--- src/rtl/receiver_i2c.sv ---
`default_nettype none
// +----------------------------------------------------------------------------+
// | Module   : receiver_i2c                                                    |
// | Purpose  : I2C target end of the transmitter_I2C link. Decodes START/STOP, |
// |            matches the 7-bit address, ACKs, captures a DATA_W-bit write    |
// |            word or returns a DATA_W-bit read word MSB first.               |
// |            Runs in the master's clock domain (no CDC).                     |
// | Ports    : clk, rst (async, active-low)                                    |
// |            I2C_ADDR  own address      SCL/SDA_OUT/SDA_OE  master drive     |
// |            RD_DATA   read word (latched at address ACK)                    |
// |            SDA_IN    target drive (1 = released)                           |
// |            WR_DATA/WR_VALID  last complete write word + 1-clk pulse        |
// |            BUSY      START..STOP      GEN_CALL  general-call pulse         |
// | Option   : RECEIVER_I2C_GENCALL_EN enables general call (address byte 00). |
// | Revision : 1.0  initial release                                            |
// +----------------------------------------------------------------------------+
module receiver_i2c #(
  parameter int DATA_W = 16
) (
  input  logic              clk,
  input  logic              rst,
  input  logic [6:0]        I2C_ADDR,
  input  logic              SCL,
  input  logic              SDA_OUT,
  input  logic              SDA_OE,
  input  logic [DATA_W-1:0] RD_DATA,
  output logic              SDA_IN,
  output logic [DATA_W-1:0] WR_DATA,
  output logic              WR_VALID,
  output logic              BUSY,
  output logic              GEN_CALL
);

  localparam int BYTES = DATA_W / 8;
  localparam int BCW   = $clog2(BYTES + 1);
  localparam logic [BCW-1:0] LAST_BYTE = BCW'(BYTES - 1);
  localparam logic [BCW-1:0] ALL_BYTES = BCW'(BYTES);

  typedef enum logic [2:0] {
    IDLE, ADDR, ADDR_ACK, WR_BYTE, WR_ACK, RD_BYTE, RD_ACK, WAIT_STOP
  } state_t;

  state_t            state, state_d;
  logic              scl_q, sda_q;
  logic [3:0]        bit_cnt, bit_cnt_d;
  logic [BCW-1:0]    byte_cnt, byte_cnt_d;
  logic [DATA_W-1:0] sh, sh_d;
  logic              rnw, rnw_d;
  logic              sda_in_d;
  logic [DATA_W-1:0] wr_data_d;
  logic              wr_valid_d;
  logic              busy_d;
  logic              addr_ok;
`ifdef RECEIVER_I2C_GENCALL_EN
  logic              gen, gen_d;
  logic              gen_call_d;
`endif

  // Resolved line value: whoever has the bus decides what the wire carries.
  logic sda;
  assign sda = SDA_OE ? SDA_OUT : SDA_IN;

  logic scl_rise, scl_fall, start, stop;
  assign scl_rise = SCL & ~scl_q;
  assign scl_fall = ~SCL & scl_q;
  assign start    = SCL & scl_q & ~sda & sda_q;
  assign stop     = SCL & scl_q & sda & ~sda_q;

  // On the 8th address rise the address field sits in sh[6:0] and RNW is on sda.
`ifdef RECEIVER_I2C_GENCALL_EN
  assign addr_ok = (sh[6:0] == 7'd0) ? ~sda : (sh[6:0] == I2C_ADDR);
`else
  assign addr_ok = (sh[6:0] != 7'd0) && (sh[6:0] == I2C_ADDR);
  assign GEN_CALL = 1'b0;
`endif

  always_ff @(posedge clk or negedge rst) begin
    if (!rst) begin
      state    <= IDLE;
      scl_q    <= 1'b1;
      sda_q    <= 1'b1;
      bit_cnt  <= '0;
      byte_cnt <= '0;
      sh       <= '0;
      rnw      <= 1'b0;
      SDA_IN   <= 1'b1;
      WR_DATA  <= '0;
      WR_VALID <= 1'b0;
      BUSY     <= 1'b0;
`ifdef RECEIVER_I2C_GENCALL_EN
      gen      <= 1'b0;
      GEN_CALL <= 1'b0;
`endif
    end else begin
      state    <= state_d;
      scl_q    <= SCL;
      sda_q    <= sda;
      bit_cnt  <= bit_cnt_d;
      byte_cnt <= byte_cnt_d;
      sh       <= sh_d;
      rnw      <= rnw_d;
      SDA_IN   <= sda_in_d;
      WR_DATA  <= wr_data_d;
      WR_VALID <= wr_valid_d;
      BUSY     <= busy_d;
`ifdef RECEIVER_I2C_GENCALL_EN
      gen      <= gen_d;
      GEN_CALL <= gen_call_d;
`endif
    end
  end

  always_comb begin
    state_d    = state;
    bit_cnt_d  = bit_cnt;
    byte_cnt_d = byte_cnt;
    sh_d       = sh;
    rnw_d      = rnw;
    sda_in_d   = SDA_IN;
    wr_data_d  = WR_DATA;
    wr_valid_d = 1'b0;
    busy_d     = BUSY;
`ifdef RECEIVER_I2C_GENCALL_EN
    gen_d      = gen;
    gen_call_d = 1'b0;
`endif

    if (start) begin
      state_d    = ADDR;
      busy_d     = 1'b1;
      bit_cnt_d  = '0;
      byte_cnt_d = '0;
      sh_d       = '0;
      rnw_d      = 1'b0;
      sda_in_d   = 1'b1;
`ifdef RECEIVER_I2C_GENCALL_EN
      gen_d      = 1'b0;
`endif
    end else if (stop) begin
      state_d    = IDLE;
      busy_d     = 1'b0;
      sda_in_d   = 1'b1;
      bit_cnt_d  = '0;
      byte_cnt_d = '0;
    end else begin
      case (state)
        ADDR: begin
          if (scl_rise) begin
            sh_d      = {sh[DATA_W-2:0], sda};
            bit_cnt_d = bit_cnt + 4'd1;
            if (bit_cnt == 4'd7) begin
              bit_cnt_d = '0;
              rnw_d     = sda;
              if (addr_ok) begin
                state_d = ADDR_ACK;
                if (sda) sh_d = RD_DATA;
`ifdef RECEIVER_I2C_GENCALL_EN
                gen_d = (sh[6:0] == 7'd0);
`endif
              end else begin
                state_d = WAIT_STOP;
              end
            end
          end
        end
        // bit_cnt = 0: waiting for the fall that starts the ACK;
        // bit_cnt = 1: waiting for the fall that ends it.
        ADDR_ACK: begin
          if (scl_fall) begin
            if (bit_cnt == 4'd0) begin
              sda_in_d  = 1'b0;
              bit_cnt_d = 4'd1;
            end else if (rnw) begin
              sda_in_d  = sh[DATA_W-1];
              sh_d      = {sh[DATA_W-2:0], 1'b0};
              bit_cnt_d = 4'd1;
              state_d   = RD_BYTE;
            end else begin
              sda_in_d  = 1'b1;
              bit_cnt_d = '0;
              state_d   = WR_BYTE;
            end
          end
        end
        WR_BYTE: begin
          // First fall here ends the previous ACK.
          if (scl_fall) sda_in_d = 1'b1;
          if (scl_rise) begin
            sh_d      = {sh[DATA_W-2:0], sda};
            bit_cnt_d = bit_cnt + 4'd1;
            if (bit_cnt == 4'd7) begin
              bit_cnt_d = '0;
              state_d   = WR_ACK;
            end
          end
        end
        WR_ACK: begin
          if (scl_fall) sda_in_d = 1'b0;
          if (scl_rise) begin
            if (byte_cnt == LAST_BYTE) begin
              wr_data_d  = sh;
              wr_valid_d = 1'b1;
`ifdef RECEIVER_I2C_GENCALL_EN
              gen_call_d = gen;
`endif
              state_d    = WAIT_STOP;
            end else begin
              byte_cnt_d = byte_cnt + BCW'(1);
              state_d    = WR_BYTE;
            end
          end
        end
        // bit_cnt counts bits already placed on the line for this byte.
        RD_BYTE: begin
          if (scl_fall) begin
            if (bit_cnt == 4'd8) begin
              sda_in_d   = 1'b1;
              bit_cnt_d  = '0;
              byte_cnt_d = byte_cnt + BCW'(1);
              state_d    = RD_ACK;
            end else begin
              sda_in_d  = sh[DATA_W-1];
              sh_d      = {sh[DATA_W-2:0], 1'b0};
              bit_cnt_d = bit_cnt + 4'd1;
            end
          end
        end
        RD_ACK: begin
          if (scl_rise) begin
            if (!sda && (byte_cnt != ALL_BYTES)) state_d = RD_BYTE;
            else                                 state_d = WAIT_STOP;
          end
        end
        // A final write ACK may still be on the line; release it at the next fall
        // so SDA never moves while SCL is high.
        WAIT_STOP: begin
          if (scl_fall) sda_in_d = 1'b1;
        end
        IDLE: ;
        default: state_d = IDLE;
      endcase
    end
  end

endmodule
`default_nettype wire
--- config.mk ---
export PLATFORM = sky130hd
export DESIGN_NAME = receiver_i2c
export DESIGN_NICKNAME = d
export VERILOG_FILES = /design/src/rtl/receiver_i2c.sv
export SDC_FILE = /design/constraint.sdc
export NUM_CORES = 1
export LEC_CHECK = 0
export CAP_MARGIN = 20
export CORE_ASPECT_RATIO = 2
export CORE_MARGIN = 4
export CORE_UTILIZATION = 32
export CTS_CLUSTER_DIAMETER = 30
export DETAILED_ROUTE_END_ITERATION = 6
export PLACE_DENSITY = 0.58
export SYNTH_ARGS = -nofsm -noshare
export SYNTH_HDL_FRONTEND = slang
export SYNTH_SLANG_ARGS = --single-unit
--- constraint.sdc ---
create_clock -name clk -period 2.05 [get_ports clk]
set_input_delay 0.41 -clock clk [delete_from_list [all_inputs] [get_ports clk]]
set_output_delay 0.41 -clock clk [all_outputs]
set_load 0.02 [all_outputs]
=== Word level (Yosys, flattened, before mapping) ===
Index checks and enable logic that the tools add are counted.

* Add/subtract/negate cells: 2
* Eq/ne operators: 34
* Muxes and demuxes: 70
* Reductions and logical operators: 23
* Bitwise logic cells: 13

{| class="wikitable"
|+ Operators with widths
! kind !! count
|-
| 16-bit 2-to-1 mux || 12
|-
| 16-bit one-hot mux with 4 select lines || 1
|-
| 4-bit inequality test, second input constant || 12
|-
| 3-bit 2-to-1 mux || 15
|-
| 4-bit 2-to-1 mux || 7
|-
| 1-bit 2-to-1 mux || 24
|-
| 3-bit inequality test, second input constant || 7
|-
| 3-bit one-hot mux with 6 select lines || 1
|-
| 5-bit AND reduction || 3
|-
| 2-bit 2-to-1 mux || 7
|-
| 3-bit equality test, second input constant || 4
|-
| 4-bit one-hot mux with 3 select lines || 1
|-
| 11-bit AND reduction || 1
|-
| 5-bit nonzero test || 2
|-
| 9-bit AND reduction || 1
|-
| 4-bit by 1-bit inequality test with 1-bit output, second input constant || 2
|-
| 4-bit AND reduction || 2
|-
| 2-bit nonzero test || 4
|-
| 8-bit nonzero test || 1
|-
| 1-bit AND || 7
|-
| 7-bit equality test || 1
|-
| 7-bit nonzero test || 1
|-
| 3-bit by 2-bit equality test with 1-bit output, second input constant || 2
|-
| 1-bit NOT || 6
|-
| 15 further kinds || 18
|}

* Output and inout bits: 20
* Bits in registers: 47
* Input port bits: 28
* Word-level logic and storage cells: 153

=== Logic depth before layout (Yosys ltp) ===
Gate-level depths: netlist (run 1).

* Depth in word-level cells: 8
* Gate-level depth with buffers: 9
* Mapped depth without buffers: 7

=== Worst setup path before layout (run 1) ===
No wires, ideal clock.

* Path type: reg-to-reg
* Start: reg bit_cnt[0]
* End: reg sh[10]
* Stages on the path, launching flop included: 9
* Period minus slack after synthesis: 1.974 ns
* Arrival: 1.852 ns
* Required time: 1.928 ns
* Slack: 0.076 ns
* Setup time: 0.122 ns
* Buffers on the path: 1
* Path through: dfrtp_1 > inv_1 > ha_1 > or3b_1 > a31o_1 > a31oi_4 > buf_6 > a21o_1 > a21oi_2

* Cells in the longest elaborated chain, start to end: 6
* Elaborated cells on any way between the ends: 11
* Those cells by class: eq/ne (4); mux (5); reduce/logical (2)

{| class="wikitable"
|+ Ends and longest elaborated chain
! item !! line !! RTL
|-
| start: declaration || 45 || <nowiki>logic [3:0] bit_cnt, bit_cnt_d;</nowiki>
|-
| start signal: assignment || 98 || <nowiki>bit_cnt <= bit_cnt_d;</nowiki>
|-
| 4-bit by 3-bit equality test with 1-bit output || 151 || <nowiki>if (bit_cnt == 4'd7) begin</nowiki>
|-
| 16-bit 2-to-1 mux || 151 ||
|-
| 16-bit 2-to-1 mux || 148 || <nowiki>if (scl_rise) begin</nowiki>
|-
| 16-bit one-hot mux with 4 select lines || 146 || <nowiki>case (state)</nowiki>
|-
| 16-bit 2-to-1 mux || 139 || <nowiki>end else if (stop) begin</nowiki>
|-
| 16-bit 2-to-1 mux || 128 || <nowiki>if (start) begin</nowiki>
|-
| end signal: assignment || 84 || <nowiki>sh <= '0;</nowiki>
|-
| end signal: assignment || 100 || <nowiki>sh <= sh_d;</nowiki>
|-
| end: declaration || 47 || <nowiki>logic [DATA_W-1:0] sh, sh_d;</nowiki>
|}

Several ways; a longest one is shown, not always the timed one. The select of a mux whose other input is x is not followed.
A chain may end at the register's enable or synchronous reset.

=== Worst setup path after layout (run 1) ===
* Start: in I2C_ADDR[2]
* End: reg sh[13]

* Cells in the longest elaborated chain, start to end: 8

{| class="wikitable"
|+ Ends and longest elaborated chain
! item !! line !! RTL
|-
| start: declaration || 22 || <nowiki>input logic [6:0] I2C_ADDR,</nowiki>
|-
| 7-bit equality test || 73 || <nowiki>assign addr_ok = (sh[6:0] != 7'd0) && (sh[6:0] == I2C_ADDR);</nowiki>
|-
| 1-bit logical AND || 73 ||
|-
| 16-bit 2-to-1 mux || 154 || <nowiki>if (addr_ok) begin</nowiki>
|-
| 16-bit 2-to-1 mux || 151 ||
|-
| 16-bit 2-to-1 mux || 148 ||
|-
| 16-bit one-hot mux with 4 select lines || 146 ||
|-
| 16-bit 2-to-1 mux || 139 ||
|-
| 16-bit 2-to-1 mux || 128 ||
|}

No other way between the ends. The select of a mux whose other input is x is not followed.

==> run summary, run 1 <==
clock sink count = 47
IO buf count = 46
outcome = completed
post-DP HPWL = 5.96 mm
compound-gate portion of the synthesized area = 18.9%
drc violations = 0
Starting DRT DRC Count = 78
H-tree depth = 2
routed wire length = 7.74 mm
Synth Area in Adders = 1.81%
Final Instance Area = 3870 µm²
routed vias = 2333
Multi-input gate area = 1440 µm²
Cell Chain, Critical Path = clkdlybuf4s50_1 -> xor2_1 -> nor4_2 -> and4_4 -> clkbuf_16 -> mux2i_1 -> a21oi_2
GR Util All Layers = 15.8%
Die Wd = 73.8 µm
# diodes = 0
crit end category = register
io pins = 48
FP Rows = 47
CP Launch Type = input port
Worst Setup Path Type = input port to register
critical path data arrival time = 2.17 ns
synth-to-layout area growth = 39.6%
async set or reset register ratio after synthesis = 100%
worst slack, placed = -0.239 ns
minimum clock period = 2.00 ns
Synth Warn # = 0
Root Driver = clkbuf_16
global route overflow = 0
relative slew slack = 66.6%
placer congestion estimate = 0.909
met1 Use GR = 15.9%
slowest CP cell = clkdlybuf4s50_1
worst IR drop on VDD = 0.884 mV
first-pass GRT wire length = 12.6 mm
M2 GR Usage = 29.6%
CTS tree = yes
Fin Clk Skew = 0.00171 ns
largest family of logic cells by synthesized area = compound AO/OA/AOI/OAI gates
Crit path required time = 2.22 ns
Syn Area/Cell = 10.4 µm²
largest net degree at the start of global routing = 29
Crit path max-delay family = simple AND/OR/NAND/NOR gates
fill count = 808
Final Hold Fails = 0
drt pass-1 iters = 4
die area = 10300 µm²
EDFF count, synth = 0
Leakage = 0.00177 µW
routed length per instance = 17.3 µm
slew of the pin with the lowest slew margin = 0.494 ns
RSZ-0062 raised after global routing = true
Clock Path Buffers = 2
CORE AREA = 8350 µm²
clock latency on the worst-skew pair = 0.29 ns
worst path bufs/invs = 2
Starting Density = 33.2%
worst min path class = input port to async pin
Post-Syn Nets = 298
CP Max Fanout = 7
vias in the first global route = 2556
setup ws final = 0.0515 ns
sequential-to-total area share from yosys stat = 42.6%
final setup fails = 0
Min Hold Slack = 0.474 ns
number of synthesized register bits = 47
Yosys cell types = 57
leading cell type in the layout, fill and taps excluded = clkdlybuf4s50_1
commonest cells after routing, fill and taps aside = clkdlybuf4s50_1 (45), dfrtp_1 (43), buf_4 (35)
total CTS buffers = 5
Worst-path clk slew = 0.07 ns
Nets = 381
post-synthesis xor/xnor area fraction = 2.85%
share of layout cells above drive strength 1 = 29.1%
Avg Vias per Cell = 5.21
pwr dens = 1380 nW/µm²
DP Area = 3590 µm²
max incr delay on CP = 0.43 ns
initial antenna violation count = 0
FMAX = 0.500 GHz
Main synth FF type = dfrtp_1
GR peak layer = met2
met3 Use GR = 2.45%
post-synthesis cell count = 266
max_cap viols = 0
Mapped Area = 2770 µm²
max-slew violation count = 0
Synth Area in Simple Gates = 13.6%
Antenna Nets Post-Route = 0
Final Cycle Share = 97.5%
Register Area = 1180 µm²
Die Height = 140 µm
multiplexer share of the synthesized area = 13.3%
[routing by layer]
metal,share of wire [%],vias to the layer above
met5,0,-
met4,4.5,0
met3,3.0,22
met2,59,60
met1,34,1143
li1,-,1108
[cells in the mapped netlist (6+ instances only)]
library cell / n / share of area (%)
nand3_1: 6 / 1.1
dfrtp_1: 44 / 40
nand2_1: 9 / 1.2
xor2_1: 8 / 2.5
mux2i_1: 15 / 5.4
inv_1: 23 / 3.1
a21o_1: 17 / 4.6
a21oi_2: 10 / 3.2
nor2_1: 9 / 1.2
mux2_2: 18 / 7.3
o21ai_0: 6 / 1.1
a21oi_1: 13 / 2.3
[flip-flops by register name (all words and copies together) (netlist names)]
name,flops
WR_DATA,16
sh,16
bit_cnt,4
state,3
byte_cnt,2
BUSY,1
SDA_IN,1
WR_VALID,1
rnw,1
scl_q,1
sda_q,1
[power breakdown]
| part | total, µW | switching [µW] | internal (µW) |
|---|---|---|---|
| clock | 812 | 361 | 451 |
| sequential | 1660 | 344 | 1310 |
| combinational | 2860 | 1380 | 1480 |
[cells by family after synthesis]
logic type	after synthesis
buf+inv	38
simple gates	62
fa+ha+maj	4
xor+xnor	9
compound gates	71
mux	34
flops	47
other cells	1
[timing repair]
item                                   CTS  global route
pin swaps                                1             6
gates cloned                             0             2
setup buffers                            0             2
hold buffers                             1             0
setup endpoints to repair                4            18
gates resized for setup                  2            12
endpoints found under the hold margin    3             0
[layout make-up]
cell class                 count  area share, %
inverter                      24           2.39
timing repair buffer          90           23.0
clock inverter                 2          0.324
sequential                    47           30.6
tap                           98           3.17
multi-input combinational    181           37.2
clock buffer                   6           3.33
[per-stage QoR]
step / TNS, ns / std cells / util (%) / total power (µW)
floorplan: 0 / 266 / - / 3280
global placement: -4.90 / 435 / 43.0 / 4270
detailed placement: -5.82 / 435 / 43.0 / 4320
CTS: 0 / 444 / 44.9 / 5180
global route: -0.0757 / 448 / 46.3 / 5710
finish: 0 / 448 / 46.3 / 5330
[worst paths after layout]
kind	startpoint	cells past startpoint	slack (ns)	end
max in group asynchronous	rst	3	1.11	state[2]
worst min register to register	WR_DATA[8]	1	0.51	WR_DATA[8]
worst max-delay path	I2C_ADDR[2]	7	0.05	sh[13]
min in group clk	WR_DATA[8]	1	0.51	WR_DATA[8]
worst min-delay path	rst	2	0.47	WR_DATA[1]
worst max register to register	bit_cnt[0]	8	0.08	sh[13]
Note: power is estimated with default switching activity, not from simulation.
==> inputs of run 2 (changes only) <==
- PLACE_DENSITY: 0.58 -> 0.56
- REMOVE_ABC_BUFFERS: unset -> 1
- clock period: 2.05 -> 2.5 ns (I/O delays scaled with it)
==> run 2 against run 1 <==
Effect of this change:
- design area fell by 8.5%
- clock power fell by 7.1%
- power fell by 24%
- largest cell class unchanged
- highest routed layer unchanged
==> run summary, run 2 (same netlist as run 1, synthesis figures left out) <==
outcome = completed
Cell Chain, Critical Path = inv_1 -> ha_1 -> or3b_1 -> a31o_1 -> a31oi_4 -> inv_4 -> a21oi_1
FP Rows = 47
DP Area = 3370 µm²
biggest regs = WR_DATA x16, sh x16, bit_cnt x4
initial antenna violation count = 0
M2 GR Usage = 27.9%
RSZ-0062 raised after global routing = false
CORE AREA = 8350 µm²
leading cell type in the layout, fill and taps excluded = clkdlybuf4s50_1
origin of the critical flop-to-flop path = bit_cnt[0]
routed vias = 2217
largest net degree at the start of global routing = 27
Leakage = 0.00159 µW
drt pass-1 iters = 4
share of layout cells above drive strength 1 = 19.2%
crit end category = register
relative slew slack = 61.7%
Final Util = 42.3%
Starting DRT DRC Count = 103
clock latency on the worst-skew pair = 0.29 ns
Clock Path Buffers = 2
met3 Use GR = 2.17%
vias in the first global route = 2344
Final Hold Fails = 0
GR peak layer = met2
total CTS buffers = 5
commonest cells after routing, fill and taps aside = clkdlybuf4s50_1 (45), dfrtp_1 (44), inv_1 (23)
placer congestion estimate = 0.956
FMAX = 0.442 GHz
minimum clock period = 2.26 ns
Post-CTS Hold Buffers = 0
io pins = 48
Worst Setup Path Type = register to register
IO buf count = 46
max incr delay on CP = 0.48 ns
GR Util All Layers = 14.9%
worst min path class = input port to async pin
Fin Clk Skew = 0.00691 ns
H-tree depth = 2
Crit path required time = 2.71 ns
Die Wd = 73.8 µm
Avg Vias per Cell = 5.33
clock sink count = 47
total power = 4040 µW
routed length per instance = 17.5 µm
routed wire length = 7.28 mm
slowest CP cell = a31oi_4
# diodes = 0
Final Instance Area = 3540 µm²
Starting Density = 33.2%
post-DP HPWL = 5.60 mm
die area = 10300 µm²
drc violations = 0
max-slew violation count = 0
CTS tree = yes
max_cap viols = 0
Root Driver = clkbuf_16
met1 Use GR = 15.2%
Final Cycle Share = 90.4%
Setup crit start = bit_cnt[0]
global route overflow = 0
final setup fails = 0
pwr dens = 1140 nW/µm²
post-CTS sizing = 0
CP Launch Type = register
register-to-register setup slack = 0.24 ns
synth-to-layout area growth = 27.7%
Worst-path clk slew = 0.07 ns
first-pass GRT wire length = 11.8 mm
Antenna Nets Post-Route = 0
critical path data arrival time = 2.47 ns
Nets = 350
Die Height = 140 µm
worst IR drop on VDD = 0.467 mV
CP Max Fanout = 18
Post-CTS Setup Bufs = 0
slew of the pin with the lowest slew margin = 0.574 ns
==> run 2: changes by cell type in the layout (fill, tap and decap cells not counted), moves of 2 or more <==
cell / before / now
clkbuf_16: 7 / 5
buf_12: 5 / 2
mux2i_2: 2 / 0
mux2i_1: 12 / 15
buf_4: 35 / 11
==> run 2: area by class of cell <==
cell class	count	area [µm²]
Multi-Input combinational cell	181	1400
Timing Repair Buffer	59	578
Sequential cell	47	1180
Tap cell	98	123
Clock inverter	2	37.5
Fill cell	840	4810
Clock buffer	5	125
Inverter	24	92.6
==> run 2: report_power, final <==
group / total [µW] / switching [µW] / internal (µW)
clock: 754 / 288 / 466
combinational: 1870 / 991 / 882
sequential: 1410 / 338 / 1070
total: 4040 / 1620 / 2420
==> run 2: worst paths after layout <==
kind                              end  cells past startpoint
setup / recovery                sh[5]                      7
hold / removal             bit_cnt[3]                      1
setup reg to reg                sh[5]                      7
hold reg to reg            WR_DATA[7]                      1
max in group asynchronous      SDA_IN                      2
min in group clk           WR_DATA[7]                      1
==> run 2: layer usage <==
metal	up-vias	part of all wire, %	routed length, µm
li1	1041	-	-
met1	1071	35	2580
met2	76	57	4140
met3	29	3.6	260
met4	0	4.2	305
met5	-	0	0
==> run 2: through the flow <==
| step | setup WS, ns | instances | hold WS [ns] | setup TNS (ns) |
|---|---|---|---|---|
| after floorplan | 0.383 | 252 | 0.204 | 0 |
| after global placement | 0.0346 | 409 | 0.494 | 0 |
| after detailed placement | -0.00266 | 409 | 0.494 | -0.00266 |
| after CTS | 0.218 | 416 | 0.231 | 0 |
| after global routing | 0.0850 | 416 | 0.262 | 0 |
| final | 0.239 | 416 | 0.205 | 0 |
==> run 2: critical path, delay by kind of cell, from the launching register on <==
| kind | cells | cell delay [ns] |
|---|---|---|
| adders and majority gates | 1 | 0.16 |
| buffers and inverters | 2 | 0.29 |
| DFF | 1 | 0.43 |
| AOI/OAI and AO/OA | 3 | 0.93 |
| and+or+nand+nor | 1 | 0.39 |
==> inputs of run 3 (changes only) <==
- SLEW_MARGIN: unset -> 20
==> results of run 3 <==
Final layout, timing and power as in run 2 (identical DEF).
